$ cat config.mk
export PLATFORM = sky130hd
export DESIGN_NAME = sd_dac_modulator
export DESIGN_NICKNAME = d
export VERILOG_FILES = /design/src/rtl/sd_pkg.sv /design/src/rtl/sd_mod2_core.sv /design/src/rtl/sd_dac_modulator.sv
export SDC_FILE = /design/constraint.sdc
export NUM_CORES = 1
export LEC_CHECK = 0
export CAP_MARGIN = 20
export CORE_MARGIN = 5
export CORE_UTILIZATION = 60
export CTS_CLUSTER_SIZE = 10
export DETAILED_ROUTE_END_ITERATION = 12
export PLACE_DENSITY = 0.91
export SLEW_MARGIN = 20
export SYNTH_ARGS = -nofsm -noshare
export SYNTH_HDL_FRONTEND = slang
export SYNTH_SLANG_ARGS = --single-unit
$ cat constraint.sdc
create_clock -name mclk1 -period 5.1 [get_ports mclk1]
set_input_delay 1.53 -clock mclk1 [delete_from_list [all_inputs] [get_ports mclk1]]
set_output_delay 1.53 -clock mclk1 [all_outputs]
set_load 0.01 [all_outputs]
$ cat src/rtl/sd_pkg.sv
// ----------------------------------------------------------------------------
// sd_pkg : shared sigma-delta constants and saturation helper.  Rev 1.0
// ----------------------------------------------------------------------------
`default_nettype none

package sd_pkg;

   localparam int OSR_M0 = 256;
   localparam int OSR_M1 = 4096;
   localparam int IW     = 20;
   localparam int OW     = 22;
   localparam int FB     = 32768;

   // Working width for unsaturated sums; comfortably wider than OW + 2.
   localparam int SW     = 32;

   // Clamp v to the signed range of a w-bit value.
   function automatic logic signed [SW-1:0] sat(input logic signed [SW-1:0] v,
                                                input int                   w);
      logic signed [SW-1:0] one;
      logic signed [SW-1:0] hi;
      logic signed [SW-1:0] lo;
      one = SW'(1);
      hi  = (one <<< (w - 1)) - one;
      lo  = -hi - one;
      if (v > hi)
         return hi;
      else if (v < lo)
         return lo;
      else
         return v;
   endfunction

endpackage

`default_nettype wire

$ cat src/rtl/sd_mod2_core.sv
// ----------------------------------------------------------------------------
// sd_mod2_core : two saturating integrators and a 1-bit quantizer.  Rev 1.0
// ----------------------------------------------------------------------------
`default_nettype none

module sd_mod2_core
   import sd_pkg::*;
#(
   parameter int IW = sd_pkg::IW,
   parameter int OW = sd_pkg::OW,
   parameter int FB = sd_pkg::FB
) (
   input  logic               mclk1,
   input  logic               reset,
   input  logic signed [15:0] x,
   output logic               mdata
);

   logic signed [IW-1:0] i1;
   logic signed [OW-1:0] i2;
   logic signed [SW-1:0] v;
   logic signed [SW-1:0] i1_sum;
   logic signed [SW-1:0] i2_sum;
   logic signed [IW-1:0] i1_q;
   logic signed [OW-1:0] i2_q;

   // Second integrator deliberately consumes the pre-update i1.
   always_comb begin
      v      = mdata ? SW'(FB) : -SW'(FB);
      i1_sum = SW'(i1) + SW'(x) - v;
      i2_sum = SW'(i2) + SW'(i1) - v;
      i1_q   = IW'(sat(i1_sum, IW));
      i2_q   = OW'(sat(i2_sum, OW));
   end

   always_ff @(posedge mclk1 or posedge reset) begin
      if (reset) begin
         i1    <= '0;
         i2    <= '0;
         mdata <= 1'b0;
      end else begin
         i1    <= i1_q;
         i2    <= i2_q;
         mdata <= ~i2_q[OW-1];
      end
   end

endmodule

`default_nettype wire

$ cat src/rtl/sd_dac_modulator.sv
// ----------------------------------------------------------------------------
// sd_dac_modulator : PCM word handshake + 2nd-order sigma-delta bitstream.  Rev 1.0
// ----------------------------------------------------------------------------
`default_nettype none

module sd_dac_modulator
   import sd_pkg::*;
#(
   parameter int IW = sd_pkg::IW,
   parameter int OW = sd_pkg::OW,
   parameter int FB = sd_pkg::FB
) (
   input  logic        mclk1,
   input  logic        reset,
   input  logic [1:0]  mode,
   input  logic [15:0] din,
   input  logic        din_valid,
   output logic        din_ready,
   output logic        mdata1,
   output logic        word_clk,
   output logic        underflow
);

   localparam logic [11:0] WRAP_M1 = 12'(OSR_M1 - 1);
   localparam logic [7:0]  WRAP_M0 = 8'(OSR_M0 - 1);

   logic [11:0]        word_count;
   logic [15:0]        hold_reg;
   logic               hold_vld;
   logic signed [15:0] active_reg;
   logic               boundary;
   logic               accept;
   logic               unused_mode0;

   assign unused_mode0 = mode[0];

   // Boundary is evaluated on the current mode only, so a mid-run mode change
   // simply lands on the next count that matches the new rule.
   assign boundary  = mode[1] ? (word_count == WRAP_M1) : (word_count[7:0] == WRAP_M0);
   assign din_ready = ~hold_vld | boundary;
   assign accept    = din_valid & din_ready;
   assign underflow = boundary & ~hold_vld;

   always_ff @(posedge mclk1 or posedge reset) begin
      if (reset) begin
         word_count <= '0;
         word_clk   <= 1'b0;
         hold_reg   <= '0;
         hold_vld   <= 1'b0;
         active_reg <= '0;
      end else begin
         word_count <= boundary ? 12'd0 : word_count + 12'd1;
         word_clk   <= mode[1] ? word_count[11] : word_count[7];
         if (accept)
            hold_reg <= din;
         if (boundary && hold_vld)
            active_reg <= hold_reg;
         // A same-cycle accept refills the holding slot as it is drained.
         if (accept)
            hold_vld <= 1'b1;
         else if (boundary)
            hold_vld <= 1'b0;
      end
   end

   sd_mod2_core #(
      .IW (IW),
      .OW (OW),
      .FB (FB)
   ) u_core (
      .mclk1 (mclk1),
      .reset (reset),
      .x     (active_reg),
      .mdata (mdata1)
   );

endmodule

`default_nettype wire

======== Word level (Yosys, flattened, before mapping) ========
Index checks and enable logic that the tools add are counted.
storage, ports and cells
  logic and storage cells ................. 36
  input bits .............................. 21
  register bits after elaboration ......... 89
operators by class
  eq/ne operators ......................... 2
  muxes and demuxes ....................... 10
  bitwise operators ....................... 5
  $lt $le $gt $ge ......................... 4
  reduce and logical (&&, ||, !) cells .... 2
  $add $sub $neg .......................... 5
operators with widths
  cell                                                                                count
  22-bit two-way mux                                                                  2
  20-bit two-way mux                                                                  2
  32-bit by 20-bit greater-than comparator with 1-bit output (second input constant)  1
  32-bit by 22-bit greater-than comparator with 1-bit output (second input constant)  1
  32-bit by 20-bit < comparator with 1-bit output (second input constant)             1
  32-bit by 22-bit < comparator with 1-bit output (second input constant)             1
  32-bit two-way mux                                                                  1
  21-bit by 32-bit subtractor with 32-bit output                                      1
  23-bit by 32-bit subtractor with 32-bit output                                      1
  22-bit by 20-bit adder with 23-bit output                                           1
  20-bit by 16-bit adder with 21-bit output                                           1
  12-bit by 1-bit adder with 12-bit output (second input constant)                    1
  12-bit == test (second input constant)                                              1
  12-bit two-way mux                                                                  1
  8-bit == test (second input constant)                                               1
  1-bit two-way mux                                                                   4
  1-bit AND                                                                           2
  1-bit NOT                                                                           2
  2-bit nonzero test                                                                  1
  1-bit logical AND                                                                   1
  1-bit bitwise OR                                                                    1

======== Longest topological paths before layout ========
Gate-level depths: netlist of run 1.
  depth in word-level cells ............... 6
  gate-level depth with buffers ........... 14
  gate-level depth less buffers ........... 12

======== Modules after synthesis ========
Synthesis of run 1 repeated with hierarchy kept, for this count alone.
second synthesis, totals
  cell total of the unflattened synthesis .. 741
  area total of the unflattened synthesis .. 6,991.7 um2
by module, submodules not included
  module            instances  cells each  area each (um2)
  sd_mod2_core      1          612         5,083.6
  sd_dac_modulator  1          129         1,908.1

======== Least setup slack after synthesis of run 1 ========
OpenSTA, ideal clock, no wires.
  kind .................................... input-to-output
  start ................................... input port mode[1]
  end ..................................... output port underflow
  slack ................................... 1.381 ns
  arrival ................................. 2.189 ns
  stages .................................. 2
  required time ........................... 3.570 ns
  path through ............................ a21oi_1 -> nor2b_1
between the ends
  longest elaborated chain between the ends .. 2
RTL lines
  element            RTL line                text
  start, declared    sd_dac_modulator.sv:15  input logic [1:0] mode,
  1-bit two-way mux  sd_dac_modulator.sv:39  assign boundary = mode[1] ? (word_count == WRAP_M1) : (word_count[7:0] == WRAP_M0);
  1-bit AND          sd_dac_modulator.sv:42  assign underflow = boundary & ~hold_vld;
  end, declared      sd_dac_modulator.sv:21  output logic underflow
Every way passes these cells.

======== Final worst setup path of run 1 ========
  start ................................... register u_core.mdata
  end ..................................... register u_core.i1[10]
between the ends
  longest elaborated chain between the ends .. 5
RTL lines
  element                                           RTL line            text
  start, declared                                   sd_mod2_core.sv:16  output logic mdata
  start signal, assigned                            sd_mod2_core.sv:44  mdata <= ~i2_q[OW-1];
  32-bit two-way mux *                              sd_mod2_core.sv:29  v = mdata ? SW'(FB) : -SW'(FB);
  21-bit by 32-bit subtractor with 32-bit output *  sd_mod2_core.sv:30  i1_sum = SW'(i1) + SW'(x) - v;
  32-bit by 20-bit < comparator with 1-bit output   sd_pkg.sv:28        else if (v < lo)
  20-bit two-way mux                                sd_pkg.sv:28
  20-bit two-way mux *                              sd_pkg.sv:26        if (v > hi)
  via u_core.i1_q[10]                               sd_mod2_core.sv:24  logic signed [IW-1:0] i1_q;
  end signal, assigned                              sd_mod2_core.sv:42  i1 <= i1_q;
  end, declared                                     sd_mod2_core.sv:19  logic signed [IW-1:0] i1;
The timed path passes the listed nets; every way through them passes the cells marked *.
A chain may end at the register's enable or synchronous reset.

==> results.ini, run 1 <==
[outcome]
outcome = completed

[critical_path]
cp_data_arrival_time_ns = 4.73
path_class = reg2reg
worstPathCellList = inv_1, fa_1, inv_1, ha_1, and3_1, and2_1, a31oi_1, nor3b_2, o21ai_0, a2111oi_0, a311o_1, o211ai_1
crit_top_cell = inv_1
crit_path_top_delay_cell = a311o_1
cp_slowest_stage_delay_ns = 0.87
crit_fanout = 19
cp-start-kind = flip-flop
timing.rr.start = u_core.mdata
required_ns = 5.27
reg2regPathDepth = 12
worstSetupStartpoint = u_core.mdata
critPathCaptureType = flip-flop

[synth]
synthArstFlopShare_pct = 100
synth_edf_count = 0
synthAdderAreaFrac_pct = 17.7
synth_flop_cell = dfrtp_1
synth-seq-cells = 89
synth_top_area_share_pct = 34.7
synth_top_family_by_area = compound AO/OA/AOI/OAI gates
yosysMostFrequentCell = inv_1
syn_area_per_cell_sq_um = 9.65
synth.area.mux_share_pct = 6.10
yosys_warnings = 0
yosysSeqAreaShare_pct = 34.7
yosysTopAreaCell = dfrtp_1
syn_inst = 665
yosys.area_share.simple_pct = 8.48
synth_cell_type_count = 60
syn_area_sq_um = 6420
synth-xor-area-share_pct = 6.14
ys_top_cells_by_area = dfrtp_1, ha_1, inv_1
synth-compound-area-share_pct = 18.1
syn_nets = 771
ys_top_cells_by_count = inv_1, dfrtp_1, ha_1

[placed_design]
placed_cell_area_sq_um = 6780
dp_hpwl_um = 10200
gp_congestion = 0.904
portBuffers = 23

[cts]
cts.reportedPaths.clkPinSlew_ns = 0.09
cts_resized = 0
holdBufCountCts = 0
postCtsSetupBuffers = 0
cts_root_buf = clkbuf_8
cts_sinks = 89
tritoncts = done
ctsLongestPathBuffers = 2
clock_latency_ns = 0.36
htree_levels = 3
cts_buffers = 9

[worst_hold_path]
hp-class = reg2reg
min_path_cells = 1
hold_start = word_count[2]

[timing]
tightest_slew_ns = 1.01
final.min_clock_period_ns = 4.56
holdWs_ns = 0.496
fmax_mhz = 219
period_share_pct = 89.5
skew_ns = 0.0142
setup_viol = 0
rsz0062_at_grt = no
tns_ns = 0
relSlewSlack_pct = 32.6
finalMaxSlewViolations = 0
hold_viol = 0

[route]
ant_nets = 0
drtIter0Drc = 273
viasPerCell = 5.86
dr.pass1.iters = 5
drc = 0
routed_wl_um = 13400
post_drt_wl_per_cell_um = 16.0
dr_total_vias = 4883

[floorplanning]
die_w_um = 113
start_util_pct = 61.9
die_area_sq_um = 12900
ios = 25
core_region_area_sq_um = 10400
die_y_um = 113
rows = 37

[power]
p_per_area_nw_per_um2 = 174
max-vdd-ir-drop_mv = 0.217
p_leak_nw = 3.48

[global_routing]
track_usage_pct = 22.4
grt_pass1_vias = 5206
gr-total-overflow = 0
grt_max_degree = 41
grt_pass1_wl_um = 23600
antenna_found_initial = 0

[finish]
reg.largest.list = u_core.i2: 22 flops, u_core.i1: 20 flops
area_delta_synth_final_pct = 8.52
drive_gt1_share_pct = 11.3
finish.utilization_pct = 67.2
nets = 798
insertedDiodeCount = 0
largest_register_ffs = 22
final_cell_area_sq_um = 6970
regMostFlops = u_core.i2

[flow_run]
maxCapViolations = 0

## worst paths after layout
path | to | slack [ns]
max in group asynchronous | u_core.i2[15] | 2.85
max reg2reg | u_core.i1[10] | 0.54
max | u_core.i1[10] | 0.54
min | word_count[2] | 0.50
min reg2reg | word_count[2] | 0.50
min in group asynchronous | active_reg[5] | 1.43
## where the power goes
part           total, mW  switching (mW)  internal [mW]
Combinational     0.0436          0.0190         0.0246
Sequential         0.727         0.00750          0.720
Clock              0.439           0.251          0.189
Total               1.21           0.277          0.933
## cell families (layout without fill, tap and decap cells)
family                   Yosys count  after routing
adder cells (fa/ha/maj)           85             85
AND/OR/NAND/NOR                  109            109
flip-flops                        89             89
multiplexers                      35             35
XOR/XNOR                          45             45
AO/OA/AOI/OAI                    161            161
buffers and inverters            141            173
## routing by layer
| metal | share of wire (%) | global-route usage [%] | wire (um) |
|---|---|---|---|
| met1 | 42 | 27.2 | 5650 |
| met2 | 52 | 40.0 | 6890 |
| met3 | 3.6 | 3.34 | 478 |
| met4 | 2.5 | 9.29 | 339 |
| met5 | 0 | 0 | 0 |
## metrics by stage
stage	setup slack [ns]	std cells	power, mW
floorplan	1.26	665	0.762
global placement	0.637	816	0.782
detailed placement	0.577	816	0.786
CTS	0.573	832	1.22
global route	0.285	833	1.25
finish	0.537	833	1.21
## cells in the final DEF, fill, tap and decap left out, types with 2 or more instances in the layout
master / count
a2111oi_0: 3
a211oi_1: 5
a211oi_2: 2
a21o_1: 11
a21oi_1: 32
a311o_1: 3
a31o_2: 4
a31oi_1: 5
and2_1: 4
and3_1: 9
and4_1: 3
buf_4: 6
clkbuf_8: 10
clkdlybuf4s50_1: 23
clkinv_2: 4
dfrtp_1: 89
fa_1: 10
ha_1: 75
inv_1: 126
mux2_2: 33
mux2i_1: 2
nand2_1: 29
nand2b_1: 5
nand3_1: 9
nand4_1: 8
nor2_1: 26
nor2b_1: 5
nor3_1: 4
o211ai_1: 17
o211ai_2: 10
o21ai_0: 35
o21ai_1: 2
o21bai_1: 8
o31ai_1: 6
or3_1: 3
xnor2_1: 27
xor2_1: 18
## layout make-up
cell class | instances | area, sq um
multi-input combinational | 435 | 3630
sequential | 89 | 2230
clock buffer | 11 | 141
clock inverter | 5 | 31.3
tap | 136 | 170
timing repair buffer | 30 | 287
inverter | 127 | 478
fill | 765 | 3400
## critical path, delay by kind of cell (launching register included)
family / cells / cell delay (ns)
adders and majority gates: 2 / 0.92
DFF: 1 / 0.51
and+or+nand+nor: 3 / 0.67
buffers and inverters: 2 / 0.19
AOI/OAI and AO/OA: 5 / 2.07
No activity file was read; power rests on OpenSTA's default activity.
==> inputs of run 2 (changes only) <==
--- a/config.mk
+++ b/config.mk
@@ -10,6 +10,7 @@
 export CORE_UTILIZATION = 60
 export CTS_CLUSTER_SIZE = 10
 export DETAILED_ROUTE_END_ITERATION = 12
+export GPL_ROUTABILITY_DRIVEN = 0
 export PLACE_DENSITY = 0.91
 export SLEW_MARGIN = 20
 export SYNTH_ARGS = -nofsm -noshare
==> results.ini, run 2 (same netlist as run 1, synthesis figures left out) <==
[route]
dr.pass1.iters = 9
routed_wl_um = 13300
ant_nets = 0
post_drt_wl_per_cell_um = 16.0
drtIter0Drc = 299
viasPerCell = 5.91
drc = 1
dr_total_vias = 4923

[critical_path]
reg2regPathDepth = 12
crit_path_top_delay_cell = a311o_1
worstPathCellList = inv_1, fa_1, inv_1, ha_1, and3_1, and2_1, a31oi_1, nor3b_2, o21ai_0, a2111oi_0, a311o_1, o211ai_1
cp_data_arrival_time_ns = 4.68
required_ns = 5.29
critPathTopFamily = compound AO/OA/AOI/OAI gates
reg2reg_to = u_core.i1[5]
path_class = reg2reg
critPathCaptureType = flip-flop
cp-start-kind = flip-flop
timing.rr.start = u_core.mdata
r2r_slack_ns = 0.60
crit_fanout = 19
crit_top_cell = inv_1
crit_buf_inv = 2
cp_slowest_stage_delay_ns = 0.85

[global_routing]
grt_max_degree = 34
grt_pass1_vias = 5064
gr-total-overflow = 0
track_usage_pct = 22.2
grt_pass1_wl_um = 23100
antenna_found_initial = 0

[cts]
cts_buffers = 9
htree_levels = 3
ctsLongestPathBuffers = 2
cts_root_buf = clkbuf_8
cts_resized = 0
postCtsSetupBuffers = 0
cts_sinks = 89
clock_latency_ns = 0.37
holdBufCountCts = 0
tritoncts = done
cts.reportedPaths.clkPinSlew_ns = 0.09

[timing]
rsz0062_at_grt = no
setup_viol = 0
hold_viol = 0
finalMaxSlewViolations = 0
fin_ws_ns = 0.604
tightest_slew_ns = 0.994
final.min_clock_period_ns = 4.50
relSlewSlack_pct = 33.8
fmax_mhz = 222
holdWs_ns = 0.502
tns_ns = 0
skew_ns = 0.0127
period_share_pct = 88.2

[power]
p_leak_nw = 3.51
p_per_area_nw_per_um2 = 187
max-vdd-ir-drop_mv = 0.189
total_power_mw = 1.31

[worst_hold_path]
hold_start = word_count[6]
holdPathEnd = word_count[6]
min_path_cells = 1
hp-class = reg2reg

[finish]
nets = 798
largest_register_ffs = 22
regMostFlops = u_core.i2
final_cell_mix = inv_1, dfrtp_1, ha_1
nFillCells = 738
reg.largest.list = u_core.i2: 22 flops, u_core.i1: 20 flops
instances_no_fill = 833
drive_gt1_share_pct = 11.3
area_delta_synth_final_pct = 9.26
insertedDiodeCount = 0
final_common_cell = inv_1

[placed_design]
place_ws_ns = 0.625
portBuffers = 23
dp.cells = 816
dp_hpwl_um = 9880

[floorplanning]
die_w_um = 113
core_region_area_sq_um = 10400
die_y_um = 113
ios = 25
rows = 37
start_util_pct = 61.9
die_area_sq_um = 12900

[outcome]
outcome = finished with violations
violations = design-rule violations

[flow_run]
maxCapViolations = 0

-- run 2: report_power, final --
group	total [mW]	internal (mW)	switching, mW
Combinational	0.0451	0.0247	0.0204
Clock	0.540	0.289	0.251
Sequential	0.727	0.720	0.00779
Total	1.31	1.03	0.279
-- run 2: cell type report --
type / instances / area (sq um) / area share [%]
Multi-Input combinational cell: 435 / 3630 / 51.8
Sequential cell: 89 / 2230 / 31.8
Inverter: 127 / 478 / 6.81
Timing Repair Buffer: 30 / 287 / 4.08
Tap cell: 136 / 170 / 2.43
Clock buffer: 11 / 141 / 2.02
Clock inverter: 5 / 78.8 / 1.12
-- run 2: routing by layer --
layer	wire [um]	share of wire [%]	track usage (%)	up-vias
met1	5540	42	26.8	2371
met5	0	0	0	-
met4	392	2.9	9.62	0
met2	6770	51	38.5	174
li1	-	-	-	2336
met3	619	4.6	4.30	42
-- run 2: worst max path at each step --
| stage | start | endpoint | slack [ns] | cells after the start |
|---|---|---|---|---|
| 2_1_floorplan | reset | active_reg[0] | 1.26 | 1 |
| 3_3_place_gp | mode[1] | din_ready | 0.64 | 4 |
| 3_5_place_dp | mode[1] | din_ready | 0.62 | 4 |
| 4_1_cts | mode[1] | din_ready | 0.61 | 4 |
| 5_1_grt | u_core.mdata | u_core.i1[8] | 0.24 | 12 |
| 6_report | u_core.mdata | u_core.i1[5] | 0.60 | 12 |
-- run 2: through the flow --
step	util (%)	cell area, sq um
4_1_cts	67.5	7000
3_3_place_gp	65.4	6780
2_1_floorplan	-	6420
3_5_place_dp	65.4	6780
6_report	67.6	7010
5_1_grt	67.6	7010
